File: src/rtl/ddr_arbiter.sv
// DDR access arbiter: refresh, VGA frame-buffer reads and Game-of-Life
// accesses share one DDR controller port. One command is in flight at a time.
// Sequence per access: IDLE (arbitrate, latch) -> ISSUE (hold until accepted)
// -> WAIT (capture read data, pulse done, then one more WAIT cycle) -> IDLE,
// so an access with immediate memReady/memDone occupies four cycles.
module ddr_arbiter #(
    parameter int STARVE_LIMIT = 8,
    parameter int AW           = 23
) (
    input  logic          clk,
    input  logic          rst,
    input  logic          vidReq,
    input  logic [AW-1:0] vidAddr,
    output logic          vidGnt,
    output logic          vidDone,
    input  logic          golReq,
    input  logic          golWe,
    input  logic [AW-1:0] golAddr,
    input  logic [31:0]   golWrData,
    output logic          golGnt,
    output logic          golDone,
    input  logic          refreshTick,
    output logic          refMissed,
    output logic [1:0]    memCmd,
    output logic [AW-1:0] memAddr,
    output logic [31:0]   memWrData,
    output logic          memValid,
    input  logic          memReady,
    input  logic          memDone,
    input  logic [31:0]   memRdData,
    output logic [31:0]   rdDataOut,
    output logic          busy
);
    localparam int SW = $clog2(STARVE_LIMIT + 1);

    localparam logic [1:0] CMD_NONE  = 2'b00;
    localparam logic [1:0] CMD_READ  = 2'b01;
    localparam logic [1:0] CMD_WRITE = 2'b10;
    localparam logic [1:0] CMD_REF   = 2'b11;

    typedef enum logic [1:0] {S_IDLE, S_ISSUE, S_WAIT} state_t;
    typedef enum logic [1:0] {OWN_NONE, OWN_VID, OWN_GOL, OWN_REF} owner_t;

    state_t          state_q, state_d;
    owner_t          owner_q, owner_d;
    logic            doneSeen_q, doneSeen_d;
    logic [SW-1:0]   starve_q, starve_d;
    logic            refPending_q, refPending_d;
    logic            refMissed_q, refMissed_d;
    logic [1:0]      memCmd_q, memCmd_d;
    logic [AW-1:0]   memAddr_q, memAddr_d;
    logic [31:0]     memWrData_q, memWrData_d;
    logic            memValid_q, memValid_d;
    logic            vidGnt_q, vidGnt_d;
    logic            golGnt_q, golGnt_d;
    logic            vidDone_q, vidDone_d;
    logic            golDone_q, golDone_d;
    logic [31:0]     rdData_q, rdData_d;
    logic            ref_latch;
    logic            ref_want;
    logic            gol_first;

    // Arbitration, command sequencing, refresh bookkeeping and starvation count
    always_comb begin
        state_d      = state_q;
        owner_d      = owner_q;
        doneSeen_d   = doneSeen_q;
        starve_d     = starve_q;
        memCmd_d     = memCmd_q;
        memAddr_d    = memAddr_q;
        memWrData_d  = memWrData_q;
        memValid_d   = memValid_q;
        rdData_d     = rdData_q;
        vidGnt_d     = 1'b0;
        golGnt_d     = 1'b0;
        vidDone_d    = 1'b0;
        golDone_d    = 1'b0;
        ref_latch    = 1'b0;
        ref_want     = refPending_q | refreshTick;
        gol_first    = (starve_q == SW'(STARVE_LIMIT));

        case (state_q)
            S_IDLE: begin
                memCmd_d   = CMD_NONE;
                memValid_d = 1'b0;
                if (ref_want) begin
                    ref_latch  = 1'b1;
                    owner_d    = OWN_REF;
                    memCmd_d   = CMD_REF;
                    memValid_d = 1'b1;
                    state_d    = S_ISSUE;
                end else if (golReq && (gol_first || !vidReq)) begin
                    owner_d     = OWN_GOL;
                    memCmd_d    = golWe ? CMD_WRITE : CMD_READ;
                    memAddr_d   = golAddr;
                    memWrData_d = golWrData;
                    memValid_d  = 1'b1;
                    golGnt_d    = 1'b1;
                    starve_d    = '0;
                    state_d     = S_ISSUE;
                end else if (vidReq) begin
                    owner_d    = OWN_VID;
                    memCmd_d   = CMD_READ;
                    memAddr_d  = vidAddr;
                    memValid_d = 1'b1;
                    vidGnt_d   = 1'b1;
                    if (golReq && !gol_first) begin
                        starve_d = starve_q + SW'(1);
                    end
                    state_d    = S_ISSUE;
                end
            end
            S_ISSUE: begin
                if (memReady) begin
                    memValid_d = 1'b0;
                    state_d    = S_WAIT;
                end
            end
            S_WAIT: begin
                if (doneSeen_q) begin
                    // Done pulse is on the outputs this cycle; release next.
                    doneSeen_d = 1'b0;
                    owner_d    = OWN_NONE;
                    memCmd_d   = CMD_NONE;
                    state_d    = S_IDLE;
                end else if (memDone) begin
                    rdData_d   = memRdData;
                    doneSeen_d = 1'b1;
                    vidDone_d  = (owner_q == OWN_VID);
                    golDone_d  = (owner_q == OWN_GOL);
                end
            end
            default: begin
                state_d = S_IDLE;
            end
        endcase

        if (!golReq) begin
            starve_d = '0;
        end

        // A tick that itself triggered the refresh is consumed; a tick on top
        // of an already-pending refresh that is being latched re-arms it.
        refPending_d = (refPending_q & ~ref_latch)
                     | (refreshTick & ~(ref_latch & ~refPending_q));
        refMissed_d  = refMissed_q | (refreshTick & refPending_q);
    end

    // State and output registers with synchronous reset
    always_ff @(posedge clk) begin
        if (rst) begin
            state_q      <= S_IDLE;
            owner_q      <= OWN_NONE;
            doneSeen_q   <= 1'b0;
            starve_q     <= '0;
            refPending_q <= 1'b0;
            refMissed_q  <= 1'b0;
            memCmd_q     <= CMD_NONE;
            memAddr_q    <= '0;
            memWrData_q  <= '0;
            memValid_q   <= 1'b0;
            vidGnt_q     <= 1'b0;
            golGnt_q     <= 1'b0;
            vidDone_q    <= 1'b0;
            golDone_q    <= 1'b0;
            rdData_q     <= '0;
        end else begin
            state_q      <= state_d;
            owner_q      <= owner_d;
            doneSeen_q   <= doneSeen_d;
            starve_q     <= starve_d;
            refPending_q <= refPending_d;
            refMissed_q  <= refMissed_d;
            memCmd_q     <= memCmd_d;
            memAddr_q    <= memAddr_d;
            memWrData_q  <= memWrData_d;
            memValid_q   <= memValid_d;
            vidGnt_q     <= vidGnt_d;
            golGnt_q     <= golGnt_d;
            vidDone_q    <= vidDone_d;
            golDone_q    <= golDone_d;
            rdData_q     <= rdData_d;
        end
    end

    assign vidGnt    = vidGnt_q;
    assign golGnt    = golGnt_q;
    assign vidDone   = vidDone_q;
    assign golDone   = golDone_q;
    assign refMissed = refMissed_q;
    assign memCmd    = memCmd_q;
    assign memAddr   = memAddr_q;
    assign memWrData = memWrData_q;
    assign memValid  = memValid_q;
    assign rdDataOut = rdData_q;
    assign busy      = (state_q != S_IDLE);
endmodule

File: config.mk
export PLATFORM = sky130hd
export DESIGN_NAME = ddr_arbiter
export DESIGN_NICKNAME = d
export VERILOG_FILES = /design/src/rtl/ddr_arbiter.sv
export SDC_FILE = /design/constraint.sdc
export NUM_CORES = 1
export LEC_CHECK = 0
export BUFFER_PORTS_ARGS = -buffer_cell sky130_fd_sc_hd__buf_2
export CORE_MARGIN = 1.5
export CORE_UTILIZATION = 47
export CTS_BUF_LIST = sky130_fd_sc_hd__clkbuf_4
export DETAILED_ROUTE_END_ITERATION = 6
export PLACE_DENSITY = 0.82
export RECOVER_POWER = 25
export SYNTH_ARGS = -nofsm -noshare
export SYNTH_HDL_FRONTEND = slang
export SYNTH_SLANG_ARGS = --single-unit
File: constraint.sdc
create_clock -name clk -period 2.4 [get_ports clk]
set_input_delay 0.24 -clock clk [delete_from_list [all_inputs] [get_ports clk]]
set_output_delay 0.24 -clock clk [all_outputs]
set_load 0.02 [all_outputs]
==> impl_metrics.ini <==
[run_status]
status = finished, final reports clean

[routing]
wirelength_um = 11100
wire_per_inst_um = 13.7
firstDrtPassIters = 4
drc = 0
vias_per_cell = 5.06
final_antenna_net_count = 0
dr.first_iter.drc_count = 162
vias = 4107

[placement]
gp_congestion = 0.745
portBuffers = 213
dp_hpwl_um = 7590

[global_route]
gr-usage-all-layers_pct = 22.6
met2_usage_pct = 40.4
grt_start_max_net_pins = 71
grt.busiest_layer = met2
grt_pass1_vias = 3790
met1_usage_pct = 24.3
antenna_found_initial = 0
grt_pass1_wl_um = 16300
grt.met3_usage_pct = 7.19
grt_overflow = 0

[clock_tree]
cts_tree = yes
cts_made_buffers = 9
cts_buffer_depth = 2
worstSkewPairLatency_ns = 0.44
h-tree-depth = 3
clk_pin_slew_ns = 0.17
clock_sinks = 105
root_buffer = clkbuf_4
ctsResizeCount = 0

[synthesis]
yosysTopAreaCell = dfxtp_1
synth_cells = 471
yosys_warnings = 0
syn_nets = 591
synth_top_cell_area_share_pct = 51.5
yosys-top-cells-area = dfxtp_1 52%, nand2_1 11%, mux2i_1 7.9%, nor2_1 5.9%, a311oi_1 4.9%
syn_area_per_cell_um2 = 8.66
syn_area_mm2 = 0.00408
seq_area_frac_synth_pct = 51.5
ys_seq_elements = 105
synthArstFlopShare_pct = 0
synth_ff_type = dfxtp_1
yosysUniqueCellTypes = 35
synth_edf_count = 0

[worst_setup_path]
required_ns = 2.73
critical_path_class = reg2reg
worstPathMaxFanout = 33
end_kind = flop
critPathLaunchType = flop
arrival_ns = 2.23

[timing]
fin_tns_setup_ns = 0
tightest_slew_ns = 0.721
fin_crit_ns = 1.90
max_freq_ghz = 0.527
period_share_pct = 79.1
finClkSkew_ns = 0.0152
rsz0062_at_grt = false
hold_viol = 0
finalSetupViolCount = 0
relSlewSlack_pct = 51.9
maxSlewViolCount = 0

[finish]
synthToLayoutAreaGrowth_pct = 36.6
final_cell_mix = 166 x buf_2, 122 x nand2_1, 105 x dfxtp_1, 64 x nor2_1, 46 x clkbuf_1
fillCellCount = 724
fin_nets = 822
final_common_cell = buf_2
drive_gt1_share_pct = 27.2
num_antenna_cells = 0

[floorplan]
die_h_um = 96.1
core_area_mm2 = 0.00830
fp.dieW_um = 96.1
num_rows = 33
pin_count = 214
dieArea_mm2 = 0.00924
start_util_pct = 49.1

[worst_hold_path]
hold_path_class = in2reg

[power]
power.total_w = 0.00327
p_leak_nw = 2.37
pwr_density_cell_mw_per_mm2 = 588
peakVddDrop_v = 0.000367

[run]
drv_cap = 0
[cell usage after synthesis (2+ instances only)]
library cell	number
nand2_1	122
dfxtp_1	105
nor2_1	64
a21oi_1	40
mux2i_1	32
a311oi_1	23
clkbuf_1	23
buf_6	6
buf_2	5
inv_1	5
o21ai_0	5
nor2b_1	4
nor3_1	4
a21boi_0	2
a31oi_1	2
ha_1	2
nand2b_1	2
nand3_1	2
nand3b_1	2
nand4_1	2
nor4b_1	2
o21a_1	2
o22ai_1	2
or2_1	2
[where the power goes]
group,leakage [nW],internal [W],switching [W]
clock,0.0687,0.000224,0.000590
sequential,0.854,0.00183,0.0000486
combinational,1.45,0.000243,0.000340
total,2.37,0.00229,0.000979
[sequential cells by signal (all words and copies together), names as in the netlist]
register and count:
memAddr 23, memWrData 32, state_q 2, vidGnt 1, refMissed 1, rdDataOut 32, golDone 1, doneSeen_q 1
memCmd 2, owner_q 2, refPending_q 1, vidDone 1, golGnt 1, starve_q 4, memValid 1
[kinds of logic after synthesis]
logic type               synth area share [%]
adder cells (fa/ha/maj)                 0.614
buffers and inverters                    4.85
multiplexers                             7.86
AND/OR/NAND/NOR                          22.1
flip-flops                               51.5
AO/OA/AOI/OAI                            13.1
[layer usage]
metal | vias up | share of wire (%)
met5 | - | 0
met4 | 0 | 2.1
met3 | 24 | 9.3
met2 | 189 | 49
met1 | 1852 | 40
li1 | 2042 | -
[worst max-delay path: stages, from the launching register on]
cell	delay, ns
dfxtp_1	0.37
inv_1	0.08
ha_1	0.21
nand3b_4	0.12
a2111oi_4	0.41
buf_12	0.28
mux2i_1	0.25
nor2_1	0.07
[worst paths after layout]
kind / start / endpoint / slack (ns) / cells past startpoint
min reg2reg: owner_q[0] / golDone / 0.46 / 1
max reg2reg: starve_q[0] / memWrData[8] / 0.50 / 7
max: starve_q[0] / memWrData[8] / 0.50 / 7
min: memRdData[29] / rdDataOut[29] / 0.03 / 3
[repair_timing]
action                     4_1_cts  5_1_grt
buffers inserted                 0        0
hold endpoints to repair        30        5
setup endpoints to repair        0        0
hold buffers                    30        5
[through the flow]
stage          instances  hold slack (ns)  setup slack (ns)  cell area (µm²)  utilization [%]
3_5_place_dp         761            0.443             0.519             5160             62.1
4_1_cts              807         0.000242             0.507             5580             67.2
5_1_grt              812          0.00391             0.278             5570             67.1
6_report             812           0.0262             0.502             5570             67.1
2_1_floorplan        471            0.357             0.558             4080                -
3_3_place_gp         761            0.431             0.586             5160             62.1
[layout make-up]
type,count,area (µm²),share of cell area (%)
clock inverter,7,52.6,0.944
clock buffer,9,67.6,1.21
multi-input combinational,327,1780,31.9
inverter,5,18.8,0.337
tap,105,131,2.36
timing repair buffer,254,1420,25.5
sequential,105,2100,37.7
Note: power is estimated with default switching activity, not from simulation.
